## config.mk

```make
export PLATFORM = sky130hd
export DESIGN_NAME = captura_operandos_ascii
export DESIGN_NICKNAME = d
export VERILOG_FILES = /design/src/rtl/captura_operandos_ascii.sv
export SDC_FILE = /design/constraint.sdc
export NUM_CORES = 1
export LEC_CHECK = 0
export CAP_MARGIN = 0
export CORE_MARGIN = 10
export CORE_UTILIZATION = 46
export DETAILED_ROUTE_END_ITERATION = 8
export PLACE_DENSITY = 0.73
export SETUP_SLACK_MARGIN = 0.15
export SLEW_MARGIN = 40
export SYNTH_ARGS = -nofsm -noshare
export SYNTH_HDL_FRONTEND = slang
export SYNTH_SLANG_ARGS = --single-unit
```

## constraint.sdc

```tcl
create_clock -name clk -period 1.9 [get_ports clk]
set_input_delay 0.38 -clock clk [delete_from_list [all_inputs] [get_ports clk]]
set_output_delay 0.38 -clock clk [all_outputs]
set_load 0.02 [all_outputs]
```

## src/rtl/captura_operandos_ascii.sv

```systemverilog
// Captures an ASCII expression "XX+YY=" (or terminated by CR) from a character
// stream and presents both operands as tens/units ASCII digit pairs.
// Ports:
//   clk, rst_n          clock, asynchronous active-low reset
//   char_in, char_valid incoming ASCII character and its one-cycle strobe
//   char_ready          block can accept a character (low while holding a result)
//   AD_A, AU_A          operand A tens/units ASCII digits
//   AD_B, AU_B          operand B tens/units ASCII digits
//   operands_valid      operand outputs hold a complete expression
//   operands_ack        downstream consumed the operands
//   error               one-cycle pulse when an illegal character is rejected
module captura_operandos_ascii #(
    parameter logic [6:0] SEP_CHAR = 7'h2B,
    parameter logic [6:0] END_CHAR = 7'h3D,
    parameter logic [6:0] ESC_CHAR = 7'h1B
) (
    input  logic       clk,
    input  logic       rst_n,
    input  logic [6:0] char_in,
    input  logic       char_valid,
    output logic       char_ready,
    output logic [6:0] AD_A,
    output logic [6:0] AU_A,
    output logic [6:0] AD_B,
    output logic [6:0] AU_B,
    output logic       operands_valid,
    input  logic       operands_ack,
    output logic       error
);

    localparam int unsigned CHAR_W = 7;
    localparam logic [CHAR_W-1:0] ASCII_ZERO  = 7'h30;
    localparam logic [CHAR_W-1:0] ASCII_NINE  = 7'h39;
    localparam logic [CHAR_W-1:0] ASCII_CR    = 7'h0D;
    localparam logic [CHAR_W-1:0] ASCII_SPACE = 7'h20;

    typedef enum logic [2:0] {
        S_A1, S_A2, S_SEP, S_B1, S_B2, S_END, S_DONE
    } state_t;

    state_t            state, state_nx;
    logic [CHAR_W-1:0] hold, hold_nx;
    logic [CHAR_W-1:0] ad_a_nx, au_a_nx, ad_b_nx, au_b_nx;
    logic              valid_nx, ready_nx, error_nx;
    logic              accept, is_digit, is_term, do_clear, do_err;

    assign accept   = char_valid && char_ready;
    assign is_digit = (char_in >= ASCII_ZERO) && (char_in <= ASCII_NINE);
    assign is_term  = (char_in == END_CHAR) || (char_in == ASCII_CR);

    // Next-state and next-output computation for all registered outputs.
    always_comb begin
        state_nx = state;
        hold_nx  = hold;
        ad_a_nx  = AD_A;
        au_a_nx  = AU_A;
        ad_b_nx  = AD_B;
        au_b_nx  = AU_B;
        do_clear = 1'b0;
        do_err   = 1'b0;

        if (state == S_DONE) begin
            // Characters are blocked here; only the ack moves us on.
            if (operands_ack) state_nx = S_A1;
        end else if (accept) begin
            if (char_in == ESC_CHAR) begin
                do_clear = 1'b1;
            end else if (char_in != ASCII_SPACE) begin
                unique case (state)
                    S_A1: begin
                        if (is_digit) begin
                            hold_nx  = char_in;
                            state_nx = S_A2;
                        end else do_err = 1'b1;
                    end
                    S_A2: begin
                        if (is_digit) begin
                            ad_a_nx  = hold;
                            au_a_nx  = char_in;
                            state_nx = S_SEP;
                        end else if (char_in == SEP_CHAR) begin
                            ad_a_nx  = ASCII_ZERO;
                            au_a_nx  = hold;
                            state_nx = S_B1;
                        end else do_err = 1'b1;
                    end
                    S_SEP: begin
                        if (char_in == SEP_CHAR) state_nx = S_B1;
                        else do_err = 1'b1;
                    end
                    S_B1: begin
                        if (is_digit) begin
                            hold_nx  = char_in;
                            state_nx = S_B2;
                        end else do_err = 1'b1;
                    end
                    S_B2: begin
                        if (is_digit) begin
                            ad_b_nx  = hold;
                            au_b_nx  = char_in;
                            state_nx = S_END;
                        end else if (is_term) begin
                            ad_b_nx  = ASCII_ZERO;
                            au_b_nx  = hold;
                            state_nx = S_DONE;
                        end else do_err = 1'b1;
                    end
                    S_END: begin
                        if (is_term) state_nx = S_DONE;
                        else do_err = 1'b1;
                    end
                    default: do_err = 1'b1;
                endcase
            end
        end

        // Error and ESC share the same clear; only error raises the pulse.
        if (do_clear || do_err) begin
            state_nx = S_A1;
            hold_nx  = ASCII_ZERO;
            ad_a_nx  = ASCII_ZERO;
            au_a_nx  = ASCII_ZERO;
            ad_b_nx  = ASCII_ZERO;
            au_b_nx  = ASCII_ZERO;
        end

        error_nx = do_err;
        valid_nx = (state_nx == S_DONE);
        ready_nx = (state_nx != S_DONE);
    end

    // State and output registers.
    always_ff @(posedge clk or negedge rst_n) begin
        if (!rst_n) begin
            state          <= S_A1;
            hold           <= ASCII_ZERO;
            AD_A           <= ASCII_ZERO;
            AU_A           <= ASCII_ZERO;
            AD_B           <= ASCII_ZERO;
            AU_B           <= ASCII_ZERO;
            operands_valid <= 1'b0;
            char_ready     <= 1'b1;
            error          <= 1'b0;
        end else begin
            state          <= state_nx;
            hold           <= hold_nx;
            AD_A           <= ad_a_nx;
            AU_A           <= au_a_nx;
            AD_B           <= ad_b_nx;
            AU_B           <= au_b_nx;
            operands_valid <= valid_nx;
            char_ready     <= ready_nx;
            error          <= error_nx;
        end
    end

endmodule

```

## After elaboration in Yosys (flattened, before gate mapping)

Index checks and enable logic that the tools add are counted.

| word-level totals | value |
|---|---|
| flip-flop bits (word level) | 41 |
| input bits | 11 |
| output and inout port bits | 31 |
| logic and storage cells | 108 |

| cells by class | value |
|---|---|
| order comparisons | 2 |
| equality and inequality tests | 15 |
| mux-type cells | 65 |
| reduce and logical (&&, ||, !) cells | 17 |

Operator list:

| kind | count |
|---|---|
| 7-bit 2-to-1 mux | 39 |
| 3-bit 2-to-1 mux | 12 |
| 3-bit one-hot mux with 6 select lines | 1 |
| 6-bit AND reduction | 3 |
| 7-bit by 6-bit == test with 1-bit output (second input constant) | 2 |
| 3-bit == test (second input constant) | 4 |
| 1-bit 2-to-1 mux | 12 |
| 2-bit nonzero test | 6 |
| 7-bit by 4-bit == test with 1-bit output (second input constant) | 1 |
| 7-bit by 5-bit == test with 1-bit output (second input constant) | 1 |
| 7-bit by 6-bit greater-or-equal comparator with 1-bit output (second input constant) | 1 |
| 7-bit by 6-bit <= comparator with 1-bit output (second input constant) | 1 |
| 7-bit by 6-bit != test with 1-bit output (second input constant) | 1 |
| 3-bit by 2-bit == test with 1-bit output (second input constant) | 2 |
| 3-bit nonzero test | 2 |
| 1-bit one-hot mux with 5 select lines | 1 |
| 2-bit by 1-bit != test with 1-bit output (second input constant) | 2 |
| 3-bit by 1-bit == test with 1-bit output (second input constant) | 1 |
| 3-bit logical NOT | 1 |
| 3-bit != test (second input constant) | 1 |
| 1-bit logical AND | 2 |
| 1-bit logical OR | 2 |
| 2-bit OR reduction | 1 |

## Longest topological paths before layout

Gate-level depths: netlist of run 1.

| depth | value |
|---|---|
| depth after elaboration | 12 |
| depth in mapped cells | 8 |
| mapped depth without buffers | 6 |

## Worst setup path before layout of run 1

No wires, ideal clock.

| path | value |
|---|---|
| path type | input -> register |
| from | input char_in[3] |
| to | register char_ready |
| setup time | 0.088 ns |
| arrival time | 1.962 ns |
| required time | 1.812 ns |
| slack | -0.150 ns |
| cell stages on the path | 8 |
| path buffers | 2 |
| path through | buf_2 > o21a_1 > or3_4 > buf_6 > a21oi_1 > a21oi_1 > o31a_1 > or3_1 |

| on the way | value |
|---|---|
| cells in the longest elaborated chain, start to end | 12 |
| elaborated cells between the ends (all ways) | 36 |
| classes of those cells | order compare (2); eq/ne (6); mux (25); reduce/logical (3) |

Ends and longest elaborated chain:

| what | RTL line | source |
|---|---|---|
| start: declaration | 19 | `input logic [6:0] char_in,` |
| parallel branches: the longest is 10 deep, another holds 7-bit by 6-bit greater-or-equal comparator with 1-bit output | - |  |
| 3-bit 2-to-1 mux * | 118 | `if (do_clear \|\| do_err) begin` |
| 3-bit != test * | 129 | `ready_nx = (state_nx != S_DONE);` |
| via ready_nx | 44 | `logic valid_nx, ready_nx, error_nx;` |
| end signal: assignment | 152 | `char_ready <= ready_nx;` |
| end: declaration | 21 | `output logic char_ready,` |

Mark *: on every way through the listed nets, which the timed path passes.
A chain may end at the register's enable or synchronous reset.

## Final worst setup path of run 1

| path | value |
|---|---|
| from | input char_in[2] |
| to | register hold[5] |

| on the way | value |
|---|---|
| cells in the longest elaborated chain, start to end | 12 |
| elaborated cells between the ends (all ways) | 31 |
| classes of those cells | order compare (2); eq/ne (7); mux (14); reduce/logical (8) |

Ends and longest elaborated chain:

| what | RTL line | source |
|---|---|---|
| parallel branches: the longest is 12 deep, another holds 7-bit by 6-bit greater-or-equal comparator with 1-bit output | - |  |
| end signal: assignment | 146 | `hold <= hold_nx;` |
| end: declaration | 42 | `logic [CHAR_W-1:0] hold, hold_nx;` |

Parallel ways; which one is timed is not known.

==> flow_summary.ini, run 1 <==
[sta]
fin_crit_sh_pct = 103
worst_slack_ns = -0.0518
fin_hold_ws_ns = 0.146
rsz0062_at_grt = yes
drv_slew = 0
finClkSkew_ns = 0.0114
hold_violations = 0
setup_viol = 9
period_needed_ns = 1.95
worstMarginPinSlew_ns = 0.500
max_slew_margin_pct = 66.7
fin_setup_tns_ns = -0.154
fmax_ghz = 0.512

[outcome]
status = finished, violations left
violations = setup timing

[global_routing]
grt_first_pass_wirelength_mm = 10.6
first_global_vias = 2109
antenna_found_initial = 0
grt_max_degree = 42
grt.total_usage_pct = 17.1
grt-ovfl-total = 0

[floorplan]
initial_core_util_pct = 46.9
die_w_um = 86.2
io_pins = 42
die_area_um2 = 7430
core-area_um2 = 4290
die_h_um = 86.2
rows = 24

[power]
vdd_drop_max_v = 0.000419
p_per_area_nw_per_um2 = 552
p_leak_uw = 0.00150

[detailed_routing]
via_count = 1987
drtIter0Drc = 162
ant_nets = 0
wl_mm = 7.04
viasPerCell = 5.98
wl_per_cell_um = 21.2
drcViolationCount = 0
first_pass_iters = 4

[worst_setup_path]
reg2reg_slack_ns = -0.03
crit_end = hold[5]
path_depth = 8
critical_path_class = in -> reg
r2r-start = state[0]
cp.arrival_ns = 2.16
critPathBufInv = 2
cpPeakStageDelay_ns = 0.55
r2r_end = hold[5]
worst_setup_path_start_kind = input pin
crit_chain = buf_12 -> or4_4 -> or3_4 -> nand3_4 -> nor2_4 -> o31ai_4 -> buf_4 -> nand2b_1
critPathMaxFanout = 6
slowest_stage = or4_4
worstRegToRegCells = 9
worstPathRequired_ns = 2.11
startpoint = char_in[2]
crit_family = simple AND/OR/NAND/NOR gates
end_kind = flip-flop

[logic_synthesis]
yosysUniqueCellTypes = 55
syn-num-nets = 190
synth_edf_count = 0
synth.area.top_cells = dfrtp_1 37%, dfstp_2 14%, a22o_1 4.3%
synthArstFlopShare_pct = 100
yosys.area.top_type = dfrtp_1
synth_seq_cells = 41
syn_area_um2 = 2020
yosysTopAreaCellShare_pct = 37.2
yosys.cell_count.top_type = dfrtp_1
yosysWarnings = 0
yosysSeqAreaShare_pct = 51.6
synth-main-ff-cell = dfrtp_1
synthCells = 179
synth_area_per_cell_um2 = 11.3
netlist_top_cells_count = 30 x dfrtp_1, 13 x nand2_1, 12 x nor2_1

[layout]
area_growth_syn_to_layout_pct = 72.1
diodes = 0
register_area_um2 = 1040
instances_no_fill = 332
utilization_pct = 80.8
multiInputGateArea_um2 = 1320
fillers = 235
finalNetCount = 290
drive_above_1_share_pct = 52.5

[hold_path]
hold_path_class = in -> async

[clocking]
clkLatencyLatePin_ns = 0.29
cts_htree_levels = 2
clock-sinks = 41
clockBufferDepth = 2
numCtsBuffers = 5
cts_tree = yes
cts_root_buffer = clkbuf_8
hold_buffers = 0
path_clk_slew_ns = 0.09

[placed_design]
dpl.hpwl_mm = 4.56
place_congestion = 0.854
place_inst = 311
io_buffer_count = 41

[job]
maxCapViolations = 0
## placed cells by master, fill, tap and decap left out, types with 3 or more instances in the layout
cell	n
a21oi_1	3
a21oi_2	4
a22o_1	10
a32o_1	6
buf_4	44
buf_6	16
clkbuf_8	5
clkdlybuf4s50_1	22
dfrtp_1	28
dfstp_2	11
dlygate4sd2_1	9
inv_1	4
mux2i_1	4
nand2_1	11
nand3_2	4
nor2_1	7
nor2_4	3
nor3_1	3
o2bb2ai_2	4
o2bb2ai_4	4
or3_4	4
## stage by stage
step	worst slack (ns)	total power [µW]	instance area, µm²
final	-0.0518	1910	3470
after global routing	-0.0765	1980	3470
after CTS	0.00198	1870	3220
after detailed placement	-0.815	1150	2930
after global placement	-0.702	1140	2930
after floorplan	-0.0906	1030	2180
## power breakdown
group          switching, µW  internal (µW)  total (µW)
clock network            297            390         687
logic                    177            156         333
registers               11.3            883         894
## layer usage
layer,vias to the layer above,routed length [µm],track usage [%]
li1,895,-,-
met1,1010,2980,21.8
met2,73,3530,28.7
met3,9,449,4.60
met4,0,85,3.24
met5,-,0,0
## flip-flops by register name (all words and copies together) (netlist names)
name,count
AD_A,7
AD_B,7
AU_A,7
AU_B,7
char_ready,1
error,1
hold,7
operands_valid,1
state,3
## worst min path at each step
| stage | end | depth (start not counted) | startpoint | slack [ns] |
|---|---|---|---|---|
| final | hold[2] | 2 | rst_n | 0.15 |
| after global routing | hold[2] | 2 | rst_n | 0.18 |
| after CTS | hold[2] | 2 | rst_n | 0.16 |
| after detailed placement | error | 2 | rst_n | 0.47 |
| after global placement | error | 2 | rst_n | 0.45 |
| after floorplan | AD_A[0] | 0 | rst_n | 0.08 |
## what timing repair did
action                     in CTS  in global routing
setup endpoints to repair      50                 41
gates cloned                    1                  1
setup buffers                   5                  6
pin swaps                      11                 21
resized for setup              76                 41
## worst register-to-register path: cells and delay by family, from the launching register on
family          cells  cell delay (ns)
simple gates        4             0.42
flops               1             0.45
buf+inv             3             0.50
compound gates      2             0.48
## layout make-up
type,instances,share of cell area [%]
Multi-Input combinational cell,126,38.0
Inverter,6,0.649
Clock buffer,6,2.09
Timing Repair Buffer,99,26.4
Clock inverter,2,1.01
Tap cell,52,1.88
Sequential cell,41,30.1
## logic make-up (layout without fill, tap and decap cells)
| kind of cell | after synthesis | count (layout) | share of synthesized area (%) |
|---|---|---|---|
| xor+xnor | 1 | 1 | 0.435 |
| mux | 4 | 4 | 1.99 |
| compound gates | 57 | 57 | 24.3 |
| flops | 41 | 41 | 51.6 |
| buf+inv | 13 | 113 | 2.98 |
| simple gates | 63 | 64 | 18.7 |
Note: power is estimated with default switching activity, not from simulation.
==> inputs of run 2 (changes only) <==
Settings changed: REMOVE_ABC_BUFFERS from default to 1.
==> flow_summary.ini, run 2 (synthesis results as in run 1) <==
[layout]
utilization_pct = 79.5
final_common_cell = buf_4
register_area_um2 = 1040
finalNetCount = 295
diodes = 0
area_growth_syn_to_layout_pct = 69.4
drive_above_1_share_pct = 49.8
fillers = 244
instances_no_fill = 337
most-common-layout-cells = 52 x buf_4, 28 x dfrtp_1, 23 x clkdlybuf4s50_1
multiInputGateArea_um2 = 1200

[sta]
hold_violations = 0
worstMarginPinSlew_ns = 0.590
setup_viol = 18
max_slew_margin_pct = 60.4
fin_setup_tns_ns = -0.572
fin_crit_sh_pct = 103
fmax_ghz = 0.509
fin_hold_ws_ns = 0.138
finClkSkew_ns = 0.00720
period_needed_ns = 1.96
drv_slew = 0
worst_slack_ns = -0.0646
rsz0062_at_grt = yes

[detailed_routing]
drcViolationCount = 0
ant_nets = 0
viasPerCell = 6.07
drtIter0Drc = 167
wl_mm = 7.41
via_count = 2045
wl_per_cell_um = 22.0
first_pass_iters = 5

[floorplan]
io_pins = 42
initial_core_util_pct = 46.9
rows = 24
die_w_um = 86.2
die_area_um2 = 7430
core-area_um2 = 4290
die_h_um = 86.2

[global_routing]
first_global_vias = 2127
grt-ovfl-total = 0
grt_first_pass_wirelength_mm = 10.9
antenna_found_initial = 0
grt.total_usage_pct = 18.2
grt_max_degree = 42

[worst_setup_path]
cp.arrival_ns = 2.19
critical_path_class = in -> reg
r2r-start = state[0]
worstPathRequired_ns = 2.12
critPathMaxFanout = 6
reg2reg_slack_ns = -0.04
startpoint = char_in[4]
worst_setup_path_start_kind = input pin
end_kind = flip-flop

[outcome]
violations = setup timing
status = finished, violations left

[placed_design]
io_buffer_count = 41
place_congestion = 0.853
place_inst = 310
dpl.hpwl_mm = 4.42

[power]
p_per_area_nw_per_um2 = 605
vdd_drop_max_v = 0.000455
p_leak_uw = 0.00148

[clocking]
numCtsBuffers = 5
clkLatencyLatePin_ns = 0.30
cts_root_buffer = clkbuf_8
cts_htree_levels = 2
path_clk_slew_ns = 0.08
cts_tree = yes
clockBufferDepth = 2
clock-sinks = 41
hold_buffers = 0

[hold_path]
hold_path_class = in -> async

[job]
maxCapViolations = 0
## run 2: routing by layer
metal  up-vias  GRT usage [%]  wire [µm]  share of wire [%]
li1        893              -          -                  -
met4         0           8.10        331                4.5
met3        26           3.75        435                5.9
met5         -              0          0                  0
met1      1029           20.8       2990                 40
met2        97           31.9       3650                 49
## run 2: timing repair
action	CTS	global route
pin swaps	23	17
gates resized for setup	102	18
gates cloned	1	0
endpoints found under the setup margin	50	42
setup buffers	15	3
## run 2: final timing paths
kind	end	cells after the start
worst max register to register	hold[5]	9
max in group asynchronous	hold[5]	2
worst max-delay path	hold[5]	9
worst min-delay path	state[1]	2
worst min register to register	AU_B[4]	2
min in group clk	hold[0]	3
## run 2: critical path, cell delays in order
cell	delay, ns
buf_8	0.11
xor2_2	0.17
or4_4	0.44
buf_6	0.14
o221ai_4	0.26
nor2_4	0.06
o31ai_4	0.39
buf_4	0.18
nand2b_1	0.06
## run 2: area by class of cell
cell class              instances  area share [%]
well taps                      52            1.91
multi-input cells             125            35.1
inverters                       6           0.660
clock buffers                   5            2.02
flip-flops and latches         41            30.5
clock inverters                 3            1.91
repair buffers                105            27.8
## run 2: power breakdown
part           switching, µW  internal, µW  total, µW
logic                    168           161        328
clock network            319           522        841
registers               14.3           883        897
total                    501          1570       2070
## run 2: per-stage QoR
stage | setup WS [ns] | instance area, µm² | total power, µW
floorplan | -0.176 | 1980 | 994
global placement | -0.738 | 2800 | 1130
detailed placement | -0.791 | 2800 | 1130
CTS | -0.0136 | 3300 | 2020
global route | -0.133 | 3410 | 2110
finish | -0.0646 | 3410 | 2070
